$ cat config.mk
export PLATFORM = sky130hd
export DESIGN_NAME = ps2_host_tx
export DESIGN_NICKNAME = d
export VERILOG_FILES = /design/src/rtl/ps2_host_tx.sv
export SDC_FILE = /design/constraint.sdc
export NUM_CORES = 1
export LEC_CHECK = 0
export ABC_AREA = 0
export CORE_UTILIZATION = 63
export CTS_CLUSTER_DIAMETER = 200
export DETAILED_ROUTE_END_ITERATION = 7
export PLACE_DENSITY = 0.89
export SLEW_MARGIN = 30
export SYNTH_ARGS = -nofsm -noshare
export SYNTH_HDL_FRONTEND = slang
export SYNTH_SLANG_ARGS = --single-unit
export TNS_END_PERCENT = 50
$ cat constraint.sdc
create_clock -name iBusClk -period 3.6 [get_ports iBusClk]
set_input_delay 0.72 -clock iBusClk [delete_from_list [all_inputs] [get_ports iBusClk]]
set_output_delay 0.72 -clock iBusClk [all_outputs]
set_load 0.05 [all_outputs]
$ cat src/rtl/ps2_host_tx.sv
// PS/2 host-to-device transmitter: inhibit, request-to-send, 11-clock frame with device ack.
// Optional retry on ack error or timeout is enabled by defining PS2_TX_RETRY_EN.
module ps2_host_tx #(
  parameter int unsigned INHIBIT_CYCLES = 600,
  parameter int unsigned RTS_CYCLES     = 10,
  parameter int unsigned TIMEOUT_CYCLES = 75000,
  parameter int unsigned FILTER_LEN     = 4,
  parameter int unsigned MAX_RETRY      = 2
) (
  input  logic       iBusClk,
  input  logic       iRstN,
  input  logic       iSend,
  input  logic [7:0] iData,
  input  logic       iPs2Clk,
  input  logic       iPs2Data,
  output logic       oPs2ClkOe,
  output logic       oPs2DataOe,
  output logic       oBusy,
  output logic       oDone,
  output logic       oAckErr,
  output logic       oTimeout
);

  localparam int unsigned TMAX0 = (TIMEOUT_CYCLES > INHIBIT_CYCLES) ? TIMEOUT_CYCLES : INHIBIT_CYCLES;
  localparam int unsigned TMAX  = (TMAX0 > RTS_CYCLES) ? TMAX0 : RTS_CYCLES;
  localparam int unsigned TW    = $clog2(TMAX + 1);
  localparam int unsigned FW    = $clog2(FILTER_LEN + 1);
  localparam logic [TW-1:0] INH_LD = TW'(INHIBIT_CYCLES - 1);
  localparam logic [TW-1:0] RTS_LD = TW'(RTS_CYCLES - 1);
  localparam logic [TW-1:0] WD_LD  = TW'(TIMEOUT_CYCLES - 1);
  localparam logic [FW-1:0] FLT_TC = FW'(FILTER_LEN - 1);
  localparam logic [7:0]    RETRY_MAX = 8'(MAX_RETRY);
`ifdef PS2_TX_RETRY_EN
  localparam bit RETRY_EN = 1'b1;
`else
  localparam bit RETRY_EN = 1'b0;
`endif

  typedef enum logic [2:0] {
    S_IDLE, S_INHIBIT, S_RTS, S_BITS, S_ACK, S_WAIT_IDLE, S_DONE
  } state_t;

  state_t          state_q, state_d;
  logic            clk_m_q, clk_m_d, clk_s_q, clk_s_d;
  logic            dat_m_q, dat_m_d, dat_s_q, dat_s_d;
  logic            flt_q, flt_d;
  logic [FW-1:0]   fcnt_q, fcnt_d;
  logic [TW-1:0]   tmr_q, tmr_d;
  logic [9:0]      sh_q, sh_d;
  logic [3:0]      bit_cnt_q, bit_cnt_d;
  logic [7:0]      cmd_q, cmd_d;
  logic [7:0]      retry_q, retry_d;
  logic            nack_q, nack_d;
  logic            clk_oe_q, clk_oe_d, data_oe_q, data_oe_d;
  logic            busy_q, busy_d, done_q, done_d;
  logic            ack_err_q, ack_err_d, tmo_q, tmo_d;
  logic            fall, start, retry_ok;

  always_comb begin
    state_d   = state_q;
    clk_m_d   = iPs2Clk;
    clk_s_d   = clk_m_q;
    dat_m_d   = iPs2Data;
    dat_s_d   = dat_m_q;
    flt_d     = flt_q;
    fcnt_d    = '0;
    tmr_d     = tmr_q;
    sh_d      = sh_q;
    bit_cnt_d = bit_cnt_q;
    cmd_d     = cmd_q;
    retry_d   = retry_q;
    nack_d    = nack_q;
    clk_oe_d  = clk_oe_q;
    data_oe_d = data_oe_q;
    busy_d    = busy_q;
    done_d    = 1'b0;
    ack_err_d = ack_err_q;
    tmo_d     = tmo_q;
    fall      = 1'b0;
    start     = 1'b0;
    retry_ok  = RETRY_EN && (retry_q < RETRY_MAX);

    // A level change is accepted only after FILTER_LEN consecutive differing samples.
    if (clk_s_q != flt_q) begin
      if (fcnt_q == FLT_TC) begin
        flt_d = clk_s_q;
        fall  = flt_q;
      end else begin
        fcnt_d = fcnt_q + 1'b1;
      end
    end

    case (state_q)
      S_IDLE: begin
        if (iSend) begin
          cmd_d     = iData;
          busy_d    = 1'b1;
          ack_err_d = 1'b0;
          tmo_d     = 1'b0;
          retry_d   = '0;
          start     = 1'b1;
        end
      end
      S_INHIBIT: begin
        if (tmr_q == '0) begin
          state_d   = S_RTS;
          tmr_d     = RTS_LD;
          data_oe_d = 1'b1;
        end else begin
          tmr_d = tmr_q - 1'b1;
        end
      end
      S_RTS: begin
        if (tmr_q == '0) begin
          state_d   = S_BITS;
          tmr_d     = WD_LD;
          clk_oe_d  = 1'b0;
          bit_cnt_d = '0;
        end else begin
          tmr_d = tmr_q - 1'b1;
        end
      end
      S_BITS, S_ACK, S_WAIT_IDLE: begin
        if (tmr_q == '0) begin
          clk_oe_d  = 1'b0;
          data_oe_d = 1'b0;
          if (retry_ok) begin
            retry_d = retry_q + 1'b1;
            start   = 1'b1;
          end else begin
            state_d   = S_DONE;
            done_d    = 1'b1;
            tmo_d     = 1'b1;
            ack_err_d = 1'b0;
          end
        end else begin
          tmr_d = tmr_q - 1'b1;
          if (state_q == S_BITS) begin
            if (fall) begin
              data_oe_d = ~sh_q[0];
              sh_d      = {1'b1, sh_q[9:1]};
              bit_cnt_d = bit_cnt_q + 4'd1;
              if (bit_cnt_q == 4'd9) state_d = S_ACK;
            end
          end else if (state_q == S_ACK) begin
            if (fall) begin
              nack_d  = dat_s_q;
              state_d = S_WAIT_IDLE;
            end
          end else if (clk_s_q && dat_s_q) begin
            if (nack_q && retry_ok) begin
              retry_d = retry_q + 1'b1;
              start   = 1'b1;
            end else begin
              state_d   = S_DONE;
              done_d    = 1'b1;
              ack_err_d = nack_q;
            end
          end
        end
      end
      S_DONE: begin
        busy_d  = 1'b0;
        state_d = S_IDLE;
      end
      default: state_d = S_IDLE;
    endcase

    // Shared entry into a fresh attempt, used for the first send and for retries.
    if (start) begin
      state_d   = S_INHIBIT;
      tmr_d     = INH_LD;
      clk_oe_d  = 1'b1;
      data_oe_d = 1'b0;
      nack_d    = 1'b0;
      sh_d      = {1'b1, ~^cmd_d, cmd_d};
      bit_cnt_d = '0;
    end
  end

  always_ff @(posedge iBusClk or negedge iRstN) begin
    if (!iRstN) begin
      state_q   <= S_IDLE;
      clk_m_q   <= 1'b1;
      clk_s_q   <= 1'b1;
      dat_m_q   <= 1'b1;
      dat_s_q   <= 1'b1;
      flt_q     <= 1'b1;
      fcnt_q    <= '0;
      tmr_q     <= '0;
      sh_q      <= '1;
      bit_cnt_q <= '0;
      cmd_q     <= '0;
      retry_q   <= '0;
      nack_q    <= 1'b0;
      clk_oe_q  <= 1'b0;
      data_oe_q <= 1'b0;
      busy_q    <= 1'b0;
      done_q    <= 1'b0;
      ack_err_q <= 1'b0;
      tmo_q     <= 1'b0;
    end else begin
      state_q   <= state_d;
      clk_m_q   <= clk_m_d;
      clk_s_q   <= clk_s_d;
      dat_m_q   <= dat_m_d;
      dat_s_q   <= dat_s_d;
      flt_q     <= flt_d;
      fcnt_q    <= fcnt_d;
      tmr_q     <= tmr_d;
      sh_q      <= sh_d;
      bit_cnt_q <= bit_cnt_d;
      cmd_q     <= cmd_d;
      retry_q   <= retry_d;
      nack_q    <= nack_d;
      clk_oe_q  <= clk_oe_d;
      data_oe_q <= data_oe_d;
      busy_q    <= busy_d;
      done_q    <= done_d;
      ack_err_q <= ack_err_d;
      tmo_q     <= tmo_d;
    end
  end

  assign oPs2ClkOe  = clk_oe_q;
  assign oPs2DataOe = data_oe_q;
  assign oBusy      = busy_q;
  assign oDone      = done_q;
  assign oAckErr    = ack_err_q;
  assign oTimeout   = tmo_q;

endmodule

# --- Yosys cells after proc, flatten, opt, wreduce, memory -nomap -nowiden ---
# Index checks and enable logic that the tools add are counted.
op_classes:
  n_addsub: 3
  n_eq_ne: 28
  n_mux: 64
  bitwise: 1
  reduce_logical: 28
op_table:
  columns: ["cell", "n"]
  rows:
  - ["2-to-1 mux 17 bit", 4]
  - ["one-hot mux 17 bit (3 select lines)", 1]
  - ["2-to-1 mux 10 bit", 5]
  - ["2-to-1 mux 3 bit", 12]
  - ["2-to-1 mux 1 bit", 29]
  - ["inequality test 3 bit (second input constant)", 8]
  - ["2-to-1 mux 4 bit", 5]
  - ["zero test 17 bit", 1]
  - ["subtractor 17 x 1 -> 17 bit (second input constant)", 1]
  - ["2-to-1 mux 8 bit", 2]
  - ["nonzero test 2 bit", 8]
  - ["inequality test 5 bit (second input constant)", 3]
  - ["AND reduction 5 bit", 3]
  - ["one-hot mux 3 bit (4 select lines)", 1]
  - ["inequality test 2 bit (second input constant)", 5]
  - ["equality test 3 x 2 -> 1 bit (second input constant)", 3]
  - ["equality test 3 bit (second input constant)", 3]
  - ["inequality test 4 bit (second input constant)", 2]
  - ["one-hot mux 1 bit (2 select lines)", 4]
  - ["one-hot mux 4 bit (2 select lines)", 1]
  - ["AND reduction 2 bit", 4]
  - ["AND reduction 4 bit", 2]
  - ["XNOR reduction 8 bit", 1]
  - ["AND reduction 7 bit", 1]
  - ["14 further kinds", 15]
word_totals:
  regBits: 57
  in_bits: 13
  output_inout_bits: 6
  word_cells: 142

# --- Longest topological paths before layout ---
# Gate-level depths: netlist of the first run.
logic_depth:
  ltp_word: 9
  mapped_depth: 9
  ltp_nobuf: 8

# --- Worst setup path before layout of the first run ---
# Ideal clock, no wire load.
synth_path:
  path_kind: "flip-flop to flip-flop"
  from: "register tmr_q[0]"
  to: "register tmr_q[14]"
  setup_ps: 128
  t_arrival_ps: 1941
  required_time_ps: 3472
  setup_slack_ps: 1531
  stages_incl_launch_ff: 9
  n_path_buf: 0
  synth_period_minus_slack_ps: 2069
  path_cell_list: "dfrtp_1 > inv_1 > ha_1 > nor3b_1 > and2_1 > and3_1 > nor4b_1 > xnor2_1 > nor2_1"
synth_between:
  elab_chain_len: 4
  elab_cells_between_ends: 9
  classes_between: "1 x add/sub; 1 x eq/ne; 5 x mux; 2 x reduce/logical"
synth_rtl:
  columns: ["item", "line", "source"]
  rows:
  - ["start: declaration", "48", "logic [TW-1:0] tmr_q, tmr_d;"]
  - ["start signal: assignment", "210", "tmr_q <= tmr_d;"]
  - ["subtractor 17 x 1 -> 17 bit or zero test 17 bit (tied branches)", null, null]
  - ["2-to-1 mux 17 bit, on equally long branches", "124, 105, 114", null]
  - ["one-hot mux 17 bit (3 select lines)", "93", "case (state_q)"]
  - ["2-to-1 mux 17 bit", "170", "if (start) begin"]
# Several ways; a longest one is shown, not always the timed one. The select of a mux whose other input is x is not followed.
# A chain may end at the register's enable or synchronous reset.

# --- Worst setup path in the final report of the first run ---
layout_path:
  from: "register tmr_q[4]"
  to: "register sh_q[2]"
layout_between:
  elab_chain_len: 3
layout_rtl:
  columns: ["item", "line", "source"]
  rows:
  - ["zero test 17 bit", "124", "if (tmr_q == '0) begin"]
  - ["inequality test 2 bit (no line)", null, null]
  - ["AND reduction 4 bit (no line)", null, null]
  - ["end signal: assignment", "191", "sh_q <= '1;"]
  - ["end signal: assignment", "211", "sh_q <= sh_d;"]
  - ["end: declaration", "49", "logic [9:0] sh_q, sh_d;"]
# No other way between the ends.

==> results of run 1 <==
## metal layers
metal / vias to the layer above / track usage (%) / wire length (um)
li1: 1141 / - / -
met1: 1187 / 38.3 / 2630
met2: 115 / 43.3 / 3060
met3: 15 / 6.54 / 441
met4: 0 / 9.07 / 118
met5: - / 0 / 0
## cells by family after synthesis
kind of cell    Yosys count  share of synthesized area, %
simple gates            117                          22.6
compound gates           90                          21.2
flops                    48                          42.6
buf+inv                  23                          4.20
xor+xnor                 11                          3.37
mux                      11                          3.89
fa+ha+maj                 5                          2.19
## final timing paths
kind / to / depth (start not counted) / slack, ps / startpoint
max reg2reg: sh_q[2]$_DFFE_PN1P_ / 6 / 1110 / tmr_q[4]$_DFFE_PN0P_
min: dat_s_q$_DFF_PN1_ / 0 / 360 / dat_m_q$_DFF_PN1_
max in group asynchronous: state_q[2]$_DFFE_PN0P_ / 1 / 2790 / iRstN
min reg2reg: dat_s_q$_DFF_PN1_ / 0 / 360 / dat_m_q$_DFF_PN1_
min in group asynchronous: fcnt_q[1]$_DFF_PN0_ / 1 / 400 / iRstN
max: sh_q[2]$_DFFE_PN1P_ / 6 / 1110 / tmr_q[4]$_DFFE_PN0P_
## through the flow
stage,utilization (%),power [mW],cell area [sq um],instances,worst slack (ps)
after global placement,69.5,0.655,3030,362,1010
after detailed placement,69.6,0.659,3030,362,967
after floorplan,-,0.624,2860,305,1530
after global routing,71.9,1.02,3130,370,938
final,71.9,0.989,3130,370,1110
after CTS,71.8,0.989,3130,370,1130
## synth_stat cells (3+ instances only)
master	number	area [sq um]
nand2_1	39	146
dfrtp_1	34	851
o21ai_0	33	165
nor2_1	23	86.3
a21oi_1	17	85.1
dfstp_2	14	368
nand3_1	12	60.1
mux2i_1	10	100
xnor2_1	10	87.6
inv_1	8	30.0
nor3_1	7	35.0
o22ai_1	7	43.8
o221ai_1	6	52.6
clkbuf_1	5	18.8
ha_1	5	62.6
buf_6	4	45.0
nor2b_1	4	25.0
or3_1	4	25.0
a211oi_1	3	22.5
buf_1	3	11.3
buf_2	3	15.0
nand4_1	3	18.8
o21ai_1	3	15.0
## area by class of cell
cell class | count | area [sq um]
multi-input combinational | 234 | 1520
clock inverter | 2 | 15.0
timing repair buffer | 20 | 193
inverter | 8 | 30.0
clock buffer | 6 | 82.6
fill | 313 | 1220
tap | 52 | 65.1
sequential | 48 | 1220
## registers in the layout (all words and copies together) (netlist names), 3 cells and up
register   cells
sh_q           9
tmr_q         17
fcnt_q         3
state_q        3
bit_cnt_q      4
## where the power goes
part	switching, mW	internal (mW)
Clock	0.186	0.156
Combinational	0.0352	0.0396
Sequential	0.0101	0.562
## cell usage in the layout (no fill, tap or decap), types with 2 or more instances in the layout
cell and instances:
a211oi_1 3, a21oi_1 17, a22o_1 2, a31oi_1 2
and3_1 2, buf_4 3, clkbuf_8 6, clkdlybuf4s50_1 17
clkinvlp_4 2, dfrtp_1 33, dfstp_2 14, ha_1 5
inv_1 8, mux2i_1 10, nand2_1 39, nand3_1 12
nand3_4 2, nand4_1 3, nor2_1 23, nor2_2 2
nor2b_1 4, nor3_1 7, nor3_2 2, nor3b_1 2
nor4_4 2, o21ai_0 33, o21ai_1 3, o221ai_1 6
o22ai_1 7, o31ai_1 2, or2_1 2, or3_1 4
xnor2_1 10
==> reports/qor.txt, run 1 <==
Clock slew at reported path FFs -> 90 ps
Leak -> 1.25 nW
Max-Slew Margin vs Limit -> 47.0%
Core ar. -> 0.00435 sq mm
PwrDens -> 316 mW/mm^2
Final Slew Violations -> 0
Critical-path cell list -> nor4_4 > and4_1 > nand3_1 > nand3_1 > mux2i_1 > o21ai_0
Worst slew pin tran -> 786 ps
First-pass GRT wire length -> 10.7 mm
Hold Slack -> 359 ps
Via density -> 6.64
Share of layout cells above drive strength 1 -> 13.2%
TritonCTS buffer count -> 5
Cells after Synth -> 305
Antenna Cells -> 0
Clk_lat worst skew -> 310 ps
# nets final -> 335
Synth Cell Area -> 0.00286 sq mm
Final worst clock skew -> 6.47 ps
Failing checks -> design-rule violations
Port Buf Inserts -> 18
Crit-path max FO -> 10
Post-CTS sizing -> 0
Yosys warnings -> 0
Vias in the first global route -> 2286
Worst-case vdd ir drop -> 0.209 mV
Number of synthesized flops with an enable pin -> 0
Final Critical Period -> 2490 ps
Wire per inst -> 16.9 um
Final Hold Viols -> 0
Total routed wirelength -> 6.26 mm
Max-Cap Viols -> 0
DRC errors left -> 1
CTS tree -> done
Setup Fix Bufs, Post-CTS -> 0
Netlist cell types -> 62
Final setup vio count -> 0
Horiz. Die Dim -> 69.4 um
Max frequency -> 402 MHz
Synthesized Nets -> 323
Synth Area per Inst -> 9.39 sq um
Setup TNS -> 0 ps
Outcome -> finished with violations
RSZ-0062 raised after global routing -> false
Clock tree buffer depth -> 2
Iteration-0 DRC Markers -> 292
Arr. time, crit path -> 2730 ps
Yosys reg bits -> 48
Crit-path max cell delay -> 530 ps
GR Overflow Total -> 0
Tcrit/Tclk final -> 69.2%
Critical path capture point type -> flip-flop
Post-DP HPWL -> 4.36 mm
DIE AREA -> 0.00482 sq mm
H-tree levels -> 2
Clk sinks -> 48
Critical Path RT -> 3840 ps
Worst min path class -> flip-flop to flip-flop
Root Driver -> clkbuf_8
Critical path buffer and inverter count -> 0
Post-synthesis async set-or-reset flop share -> 100%
Gr usage total -> 27.8%
Largest net degree at the start of global routing -> 49
Top_reg_cell synth -> dfrtp_1
Area Growth Syn to Fin -> 9.31%
I/O pin cnt -> 19
Sequential area share after synthesis -> 42.6%
Most frequent CP cell -> nand3_1
Site Rows -> 24
Crit path max-delay family -> simple AND/OR/NAND/NOR gates
Post-route antenna net violation count -> 0
Hold buffers post-CTS -> 0
Initial core utilization -> 65.7%
Die H -> 69.4 um
Final RePlAce weighted congestion -> 0.947
Detailed Routing Iterations Pass 1 -> 8
Initial antenna violation count -> 0
DR vias -> 2458
CP Launch Type -> flip-flop
WS Path Type -> flip-flop to flip-flop
Critical-path top delay cell -> nor4_4
Note: power is estimated with default switching activity, not from simulation.
==> run 2, diff against run 1 <==
CORE_UTILIZATION = 53   (was 63)
PLACE_DENSITY = 0.81   (was 0.89)
clock period = 2.24 ns   (was 3.6 ns; I/O delays follow)
==> run 2 against run 1 <==
The run now ends clean. Die area rose by 18%. Non-clock buffer count rose by 23. Register-to-register slack got worse by 990 ps. Sequential power rose by 61%. Sequential share of layout area fell by 2.7 points. Critical path depth rose by 2. Final cell count rose by 11%. Worst setup slack got worse by 990 ps. Final area rose by 7.4%. Clock power rose by 59%. Routed wire length rose by 4.4%.
==> reports/qor.txt, run 2 (same netlist as run 1, synthesis figures left out) <==
Outcome -> finished clean
Max FFs per register -> 17 (unchanged)
Leading cell type in the layout, fill and taps excluded -> nand2_1
Worst slew pin tran -> 531 ps (-255 ps)
GR Overflow Total -> 0 (unchanged)
Post-route antenna net violation count -> 0 (unchanged)
CTS tree -> done
Root Driver -> clkbuf_8
Initial antenna violation count -> 0 (unchanged)
Largest net degree at the start of global routing -> 49 (unchanged)
Share of layout cells above drive strength 1 -> 19.6% (+6.4 points)
Worst setup slack after layout -> 124 ps (-986 ps)
PwrDens -> 473 mW/mm^2 (+50%)
Iteration-0 DRC Markers -> 325 (+11%)
Area Growth Syn to Fin -> 17.4%
Max frequency -> 473 MHz (+18%)
Die H -> 75.5 um (+8.8%)
Most frequent CP cell -> buf_4
Worst min path class -> primary input to asynchronous set/reset pin
Gr usage total -> 25.2% (-2.6 points)
DR vias -> 2532 (+3.0%)
Final Hold Viols -> 0 (unchanged)
Setup slack, reg-to-reg -> 120 ps (-990 ps)
Registers with the most flip-flops -> tmr_q (17), sh_q (9), bit_cnt_q (4)
Antenna Cells -> 0 (unchanged)
Max-Cap Viols -> 0 (unchanged)
Crit-path max FO -> 10 (unchanged)
Clk sinks -> 48 (unchanged)
Post-DP HPWL -> 4.81 mm (+10%)
Clk_lat worst skew -> 310 ps (about the same)
TritonCTS buffer count -> 5 (unchanged)
Port Buf Inserts -> 18 (unchanged)
Most frequent cells in the layout -> nand2_1, dfrtp_1, o21ai_0, nor2_1, buf_4
Total routed wirelength -> 6.53 mm (+4.4%)
Via density -> 6.16 (-7.3%)
Final RePlAce weighted congestion -> 0.939 (-0.91%)
Arr. time, crit path -> 2300 ps (-430 ps)
Final Critical Period -> 2120 ps (-374 ps)
Critical Path RT -> 2420 ps (-1420 ps)
Leak -> 1.38 nW (+10%)
Critical-path top delay cell -> dfrtp_1
H-tree levels -> 2 (unchanged)
RR Endpoint -> bit_cnt_q[3]$_DFFE_PN0P_
Fillers -> 423 (+35%)
# nets final -> 358 (+6.9%)
Critical-path cell list -> nor4_4 > buf_4 > nand3_4 > or2_0 > buf_4 > a41oi_4 > a2bb2oi_2 > o21ai_1
Setup TNS -> 0 ps (unchanged)
CP Launch Type -> flip-flop
Total power -> 1.59 mW (+61%)
Final Slew Violations -> 0 (unchanged)
RSZ-0062 raised after global routing -> false
Clock tree buffer depth -> 2 (unchanged)
WS Path Type -> flip-flop to flip-flop
Initial core utilization -> 55.7% (-10 points)
Final setup vio count -> 0 (unchanged)
Max-Slew Margin vs Limit -> 64.3% (+17 points)
Core ar. -> 0.00514 sq mm (+18%)
I/O pin cnt -> 19 (unchanged)
Crit-path max cell delay -> 430 ps (-100 ps)
Wire per inst -> 15.9 um (-6.0%)
DRC errors left -> 0 (-1)
Cell count of the worst reg-to-reg path -> 8 (+2)
Site Rows -> 26 (+8.3%)
DIE AREA -> 0.00570 sq mm (+18%)
Dpl ws -> 82.2 ps (-885 ps)
Vias in the first global route -> 2337 (+2.2%)
Critical R2R Launch -> tmr_q[5]$_DFFE_PN0P_
Hold buffers post-CTS -> 0 (unchanged)
Worst-case vdd ir drop -> 0.350 mV (+68%)
First-pass GRT wire length -> 10.8 mm (+0.71%)
Horiz. Die Dim -> 75.5 um (+8.8%)
Detailed Routing Iterations Pass 1 -> 5 (-3)
Final worst clock skew -> 10.9 ps (+4.38 ps)
Largest Register -> tmr_q
Clock slew at reported path FFs -> 90 ps (about the same)
Cell Area, Placed -> 0.00325 sq mm (+7.2%)
Critical path capture point type -> flip-flop
Tcrit/Tclk final -> 94.4% (+25 points)
Final Cell Area -> 0.00336 sq mm (+7.4%)
run 2: cell type report:
class	count	area [sq um]	share of cell area, %
Clock inverter	2	15.0	0.447
Clock buffer	6	82.6	2.46
Timing Repair Buffer	43	388	11.5
Multi-Input combinational cell	234	1540	45.8
Sequential cell	48	1220	36.3
Inverter	8	30.0	0.894
Tap cell	70	87.6	2.61
run 2: worst max-delay path, delay by kind of cell, from the launching register on:
kind	cells	cell delay [ps]
AOI/OAI and AO/OA	3	460
buffers and inverters	2	390
DFF	1	430
and+or+nand+nor	3	710
run 2: repair_timing:
item | in CTS | in global routing
setup endpoints to repair | 0 | 7
resized for setup | 0 | 5
setup buffers | 0 | 0
run 2: per-layer routing:
layer	track usage (%)	part of all wire, %	vias up
met2	38.7	47	138
li1	-	-	1188
met4	12.1	1.9	0
met5	0	0	-
met1	33.4	44	1189
met3	6.08	7.1	17
run 2: how the worst max path moves through the flow:
stage                          from  cells past startpoint                  endpoint
6_report       tmr_q[5]$_DFFE_PN0P_                      8  bit_cnt_q[3]$_DFFE_PN0P_
5_1_grt        tmr_q[5]$_DFFE_PN0P_                      8       sh_q[7]$_DFFE_PN1P_
4_1_cts        tmr_q[5]$_DFFE_PN0P_                      8  bit_cnt_q[3]$_DFFE_PN0P_
3_5_place_dp                  iSend                      6      tmr_q[8]$_DFFE_PN0P_
3_3_place_gp                  iSend                      6      tmr_q[8]$_DFFE_PN0P_
2_1_floorplan  tmr_q[0]$_DFFE_PN0P_                      8     tmr_q[14]$_DFFE_PN0P_
run 2: metrics by stage:
step | instances | util, % | hold slack (ps)
3_5_place_dp | 403 | 63.2 | 351
5_1_grt | 411 | 65.4 | 129
6_report | 411 | 65.4 | 106
3_3_place_gp | 403 | 63.2 | 347
2_1_floorplan | 305 | - | 152
4_1_cts | 411 | 65.1 | 122
run 2: where the power goes:
group | leakage, nW | internal (mW) | switching, mW | total [mW]
Sequential | 0.538 | 0.904 | 0.0156 | 0.919
Clock | 0.0434 | 0.250 | 0.294 | 0.544
Combinational | 0.796 | 0.0674 | 0.0580 | 0.125
Total | 1.38 | 1.22 | 0.368 | 1.59
